$ cat src/rtl/nccap_mul_pipe.sv
// Pipelined quadrant-decomposed approximate multiplier, 3 stages, per-transaction mode per partial product.
// Optional exact-error path and error counter are compiled in with `define APPROX_ERR_EN.
module nccap_mul_pipe #(
  parameter int W     = 8,
  parameter int TRUNC = 2,
  parameter int LAT   = 3
) (
  input  logic             clk,
  input  logic             rst,
  input  logic             in_valid,
  output logic             in_ready,
  input  logic [W-1:0]     in_a,
  input  logic [W-1:0]     in_b,
  input  logic [7:0]       in_cfg,
  output logic             out_valid,
  input  logic             out_ready,
  output logic [2*W-1:0]   out_prod
`ifdef APPROX_ERR_EN
  ,
  output logic [2*W-1:0]   out_err,
  output logic [15:0]      err_cnt
`endif
);

  localparam int H   = W / 2;
  localparam int PW2 = 2 * W;
  localparam logic [W-1:0] TMASK = ~((W'(1) << TRUNC) - W'(1));

  generate
    if (LAT != 3) begin : g_bad_lat
      $error("nccap_mul_pipe: only LAT=3 is supported");
    end
    if ((W % 2) != 0 || W < 4) begin : g_bad_w
      $error("nccap_mul_pipe: W must be even and >= 4");
    end
    if (TRUNC < 0 || TRUNC > W - 1) begin : g_bad_trunc
      $error("nccap_mul_pipe: TRUNC must be in 0..W-1");
    end
  endgenerate

  // Handshake: a transfer happens on a rising edge where valid && ready are both high.
  // One global enable stalls every stage together, so ready never depends on in_valid.
  logic en;
  assign en       = !out_valid || out_ready;
  assign in_ready = en;

  function automatic logic [W-1:0] pp(input logic [H-1:0] x, input logic [H-1:0] y,
                                      input logic [1:0] m);
    logic [W-1:0] xe;
    logic [W-1:0] ye;
    logic [W-1:0] p;
    xe = W'(x);
    ye = W'(y);
    p  = '0;
    case (m)
      2'd0:    p = xe * ye;
      2'd1:    p = (xe * ye) & TMASK;
      2'd2:    p = (xe & ~W'(1)) * (ye & ~W'(1));
      default: p = '0;
    endcase
    return p;
  endfunction

  // Stage 1 registers
  logic [W-1:0] a1, b1;
  logic [7:0]   cfg1;
  logic         v1;

  // Stage 2 registers
  logic [W-1:0] ll2, lh2, hl2, hh2;
  logic         v2;

  logic [2*W-1:0] sum3;
  assign sum3 = {{W{1'b0}}, ll2}
              + (({{W{1'b0}}, lh2} + {{W{1'b0}}, hl2}) << H)
              + {hh2, {W{1'b0}}};

`ifdef APPROX_ERR_EN
  logic [2*W-1:0] ex2;
`endif

  always_ff @(posedge clk or posedge rst) begin
    if (rst) begin
      a1        <= '0;
      b1        <= '0;
      cfg1      <= '0;
      v1        <= 1'b0;
      ll2       <= '0;
      lh2       <= '0;
      hl2       <= '0;
      hh2       <= '0;
      v2        <= 1'b0;
      out_prod  <= '0;
      out_valid <= 1'b0;
    end else if (en) begin
      a1        <= in_a;
      b1        <= in_b;
      cfg1      <= in_cfg;
      v1        <= in_valid;
      ll2       <= pp(a1[H-1:0], b1[H-1:0], cfg1[1:0]);
      lh2       <= pp(a1[H-1:0], b1[W-1:H], cfg1[3:2]);
      hl2       <= pp(a1[W-1:H], b1[H-1:0], cfg1[5:4]);
      hh2       <= pp(a1[W-1:H], b1[W-1:H], cfg1[7:6]);
      v2        <= v1;
      out_prod  <= sum3;
      out_valid <= v2;
    end
  end

`ifdef APPROX_ERR_EN
  // Every mode under-approximates, so exact - approximate never wraps.
  always_ff @(posedge clk or posedge rst) begin
    if (rst) begin
      ex2     <= '0;
      out_err <= '0;
      err_cnt <= '0;
    end else begin
      if (en) begin
        ex2     <= PW2'(a1) * PW2'(b1);
        out_err <= ex2 - sum3;
      end
      if (out_valid && out_ready && (out_err != '0) && (err_cnt != 16'hFFFF)) begin
        err_cnt <= err_cnt + 16'd1;
      end
    end
  end
`endif

endmodule

$ cat config.mk
export PLATFORM = sky130hd
export DESIGN_NAME = nccap_mul_pipe
export DESIGN_NICKNAME = d
export VERILOG_FILES = /design/src/rtl/nccap_mul_pipe.sv
export SDC_FILE = /design/constraint.sdc
export NUM_CORES = 1
export LEC_CHECK = 0
export ABC_AREA = 0
export BUFFER_PORTS_ARGS = -buffer_cell sky130_fd_sc_hd__buf_2
export CAP_MARGIN = 5
export CORE_MARGIN = 3
export CORE_UTILIZATION = 60
export CTS_CLUSTER_DIAMETER = 100
export DETAILED_ROUTE_END_ITERATION = 8
export PLACE_DENSITY = 0.9
export RECOVER_POWER = 100
export SLEW_MARGIN = 20
export SYNTH_ARGS = -nofsm -noshare
export SYNTH_HDL_FRONTEND = slang
export SYNTH_SLANG_ARGS = --single-unit
$ cat constraint.sdc
create_clock -name clk -period 4.3 [get_ports clk]
set_input_delay 0.86 -clock clk [delete_from_list [all_inputs] [get_ports clk]]
set_output_delay 0.86 -clock clk [all_outputs]
set_load 0.02 [all_outputs]
## Word-level counts from Yosys, hierarchy flattened

Index checks and enable logic that the tools add are counted.

| operators by class | value |
|---|---|
| $add $sub $neg | 3 |
| $mul | 8 |
| equality and inequality tests | 8 |
| muxes and demuxes | 4 |
| reduce and logical (&&, ||, !) cells | 6 |

Operators with widths:

| cell | number |
|---|---|
| case mux 8 bit (3 select lines) | 4 |
| multiplier 4 x 4 -> 8 bit | 4 |
| multiplier 3 x 3 -> 6 bit | 4 |
| adder 14 x 16 -> 16 bit | 1 |
| adder 8 x 13 -> 14 bit | 1 |
| adder 8 x 8 -> 9 bit | 1 |
| equality test 2 x 1 -> 1 bit (second input constant) | 4 |
| equality test 2 bit (second input constant) | 4 |
| logical NOT 2 bit | 4 |
| logical NOT 1 bit | 1 |
| logical OR 1 bit | 1 |

| word-level totals | value |
|---|---|
| register bits after elaboration | 75 |
| input bits | 28 |

## Logic depth before layout (Yosys ltp)

| depth | value |
|---|---|
| depth after elaboration | 3 |
| gate-level depth with buffers | 14 |
| mapped depth without buffers | 14 |

## Least setup slack after synthesis

No wires, ideal clock.

| timing | value |
|---|---|
| path type | flip-flop to flip-flop |
| start | register a1[2] |
| end | register ll2[7] |
| setup time | 0.141 ns |
| arrival | 2.757 ns |
| required time | 4.159 ns |
| setup slack | 1.401 ns |
| stages on the path, launching flop included | 12 |
| buffers on the path | 1 |
| path through | dfrtp_1 clkbuf_1 nand2_1 fa_1 inv_1 fa_1 ha_1 a21o_1 a21oi_1 o21ba_2 mux2i_1 a31oi_1 |

| between the ends | value |
|---|---|
| word-level cells in the longest chain between the ends | 2 |

RTL lines:

| element | RTL line | RTL |
|---|---|---|
| start, declared | 65 | `logic [W-1:0] a1, b1;` |
| start signal, assigned | 96 | `a1 <= in_a;` |
| multiplier 4 x 4 -> 8 bit or multiplier 3 x 3 -> 6 bit (tied branches) | 56, 57, 58 |  |
| case mux 8 bit (3 select lines) (*) | 55 | `case (m)` |
| end signal, assigned | 100 | `ll2 <= pp(a1[H-1:0], b1[H-1:0], cfg1[1:0]);` |
| end, declared | 70 | `logic [W-1:0] ll2, lh2, hl2, hh2;` |

Mark *: on every way between the ends. The rest lies on a longest branch, timed or not.
A chain may end at the register's enable or synchronous reset.

## Final worst setup path

| timing | value |
|---|---|
| start | register b1[6] |
| end | register lh2[6] |

| between the ends | value |
|---|---|
| word-level cells in the longest chain between the ends | 2 |

RTL lines:

| element | RTL line | RTL |
|---|---|---|
| start, declared | 65 |  |
| start signal, assigned | 97 | `b1 <= in_b;` |
| multiplier 4 x 4 -> 8 bit or multiplier 3 x 3 -> 6 bit (tied branches) | 56, 57, 58 |  |
| case mux 8 bit (3 select lines) (*) | 55 |  |
| end signal, assigned | 101 | `lh2 <= pp(a1[H-1:0], b1[W-1:H], cfg1[3:2]);` |
| end, declared | 70 |  |

Marked as above.

==> summary.txt <==
status -> finished, violations left
failing checks -> max-capacitance violations, max-slew violations
ANT cells -> 0
most frequent cells in the layout -> 129 x nand2_1, 75 x dfrtp_1, 73 x ha_1, 61 x inv_1, 40 x nor2_1
Total GRT Usage -> 24.77%
detailed-route DRC error count -> 0
initial antenna violation count -> 0
core area -> 9459 um^2
router iterations before antenna repair -> 5
Final TNS setup -> 0 ns
placed insts -> 828
EDFF count, synth -> 0
root buf cell -> clkbuf_8
Worst Tran Pin Value -> 2.300 ns
crit end category -> flop
final hold slack -> 0.4713 ns
Worst-path clk slew -> 0.10 ns
Power Density -> 676.7 nW/um^2
placed cell area -> 6256 um^2
CTS tree -> yes
vias -> 4,918
Max rail drop VDD -> 0.0003867 V
TritonCTS Buffers -> 9
Slew Limit Fails -> 132
CP max FO -> 9
max frequency -> 310.6 MHz
P&R area growth vs syn -> 7.179%
Hold Vio Cnt, Final -> 0
Post-CTS Setup Inserts -> 0
share of cells above drive strength 1 -> 6.993%
top_reg_cell synth -> dfrtp_1
Clk Latency, worst-skew pair -> 0.36 ns
syn_nets -> 807
final cell count without fillers -> 844
routed wire length -> 13,250 um
# hold bufs at CTS -> 0
register area share after synthesis -> 31.39%
#FFs+latches synth -> 75
mapped cell area -> 5978 um^2
post_cts resized -> 0
Max Cap Viol -> 2
Die W -> 105.8 um
final setup margin -> 1.080 ns
min Tclk post-route -> 3.220 ns
initial core utilization -> 63.20%
Finished Core Util -> 67.74%
number of port buffers -> 45
global route overflow -> 0
Startpoint Class -> flop
First DRT Iteration DRCs -> 356
Final ANT Viol Nets -> 0
Final Cycle Share -> 74.88%
synthesis warning total -> 0
most common cell after layout, fill and taps aside -> nand2_1
synth unique cells -> 50
htree depth -> 3
Via density -> 5.827
number of nets in the layout -> 837
post-route cell area -> 6407 um^2
Setup WS pre-CTS -> 1.170 ns
data arrival time of the critical path -> 3.47 ns
vias in the first global route -> 4,862
Crit Path Category -> flop to flop
skew final -> 0.004935 ns
Std-Cell Rows -> 35
CTS sink cnt -> 75
wire per inst -> 15.70 um
Die H -> 105.8 um
headroom to the max-slew limit -> -54.15%
total power -> 4.336 mW
first-pass GRT wire length -> 22,630 um
Min-Delay Path Class -> flop to flop
Syn Area/Cell -> 8.792 um^2
HPWL after detailed placement -> 9892 um
I/O Pins -> 46
ys async rst share -> 100.0%
largest net degree at the start of global routing -> 78
WP data required -> 4.55 ns
Mapped Cells -> 680
area of the die -> 11,200 um^2
Final Setup Violations -> 0
routability cong. -> 0.9293
CTS Buffer Depth -> 2
leak pwr -> 3.324 nW
RSZ-0062 raised after global routing -> no
-- power by group --
part	internal [mW]	switching, mW
combinational	1.07	1.47
clock	0.228	0.324
sequential	0.964	0.279
total	2.26	2.08
-- metal layers --
layer,vias to the layer above,global-route usage [%],wire (um)
li1,2344,-,-
met1,2368,33.24,5721
met2,168,40.26,6378
met3,38,5.328,855
met4,0,7.771,298
met5,-,0,0
-- path summary, 6_finish.rpt --
| check | startpoint | end | slack [ns] | depth (start not counted) |
|---|---|---|---|---|
| hold reg to reg | out_prod[0] | out_prod[0] | 0.47 | 2 |
| hold / removal | out_prod[0] | out_prod[0] | 0.47 | 2 |
| setup / recovery | b1[6] | lh2[6] | 1.08 | 12 |
| min in group asynchronous | rst | out_prod[5] | 1.11 | 2 |
| max in group asynchronous | rst | b1[5] | 1.33 | 3 |
| setup reg to reg | b1[6] | lh2[6] | 1.08 | 12 |
-- area by class of cell --
class	count	area (um^2)
Multi-Input combinational cell	514	3730
Sequential cell	75	1877
Fill cell	779	3052
Inverter	62	234.0
Tap cell	129	161.4
Clock buffer	9	123.9
Clock inverter	7	66.31
Timing Repair Buffer	48	215.2
-- registers in the layout, summed over array words and instances, names as in the netlist --
signal     flops
v1             1
out_prod      16
hl2            8
a1             8
out_valid      1
v2             1
b1             8
cfg1           8
lh2            8
ll2            8
hh2            8
-- cell families after synthesis --
logic type	count (synthesis)	synth area share [%]
AOI/OAI and AO/OA	129	14.40
xor gates and xnor gates	25	3.663
adders and majority gates	99	23.99
buffers and inverters	91	6.216
DFF	75	31.39
muxes	6	1.005
and+or+nand+nor	255	19.34
-- synth_stat cells, types with 13 or more instances --
cell type / n / area (um^2)
dfrtp_1: 75 / 1877
a21oi_1: 29 / 145.1
xor2_1: 14 / 122.6
clkbuf_1: 17 / 63.81
o21ai_0: 23 / 115.1
inv_1: 61 / 229.0
nand2_1: 129 / 484.2
and2_1: 41 / 256.5
a21o_1: 13 / 97.59
nor2_1: 40 / 150.1
ha_1: 73 / 913.4
fa_1: 26 / 520.5
-- worst max-delay path, cell delays in order (launching register included) --
cell     delay, ns
dfrtp_1       0.55
and2_0        0.21
inv_1         0.07
fa_1          0.51
inv_1         0.06
fa_1          0.56
inv_1         0.06
fa_1          0.46
inv_1         0.10
a21o_1        0.13
a21oi_1       0.08
xor2_1        0.15
o31ai_1       0.19
Power figures use the tool's default switching activity.
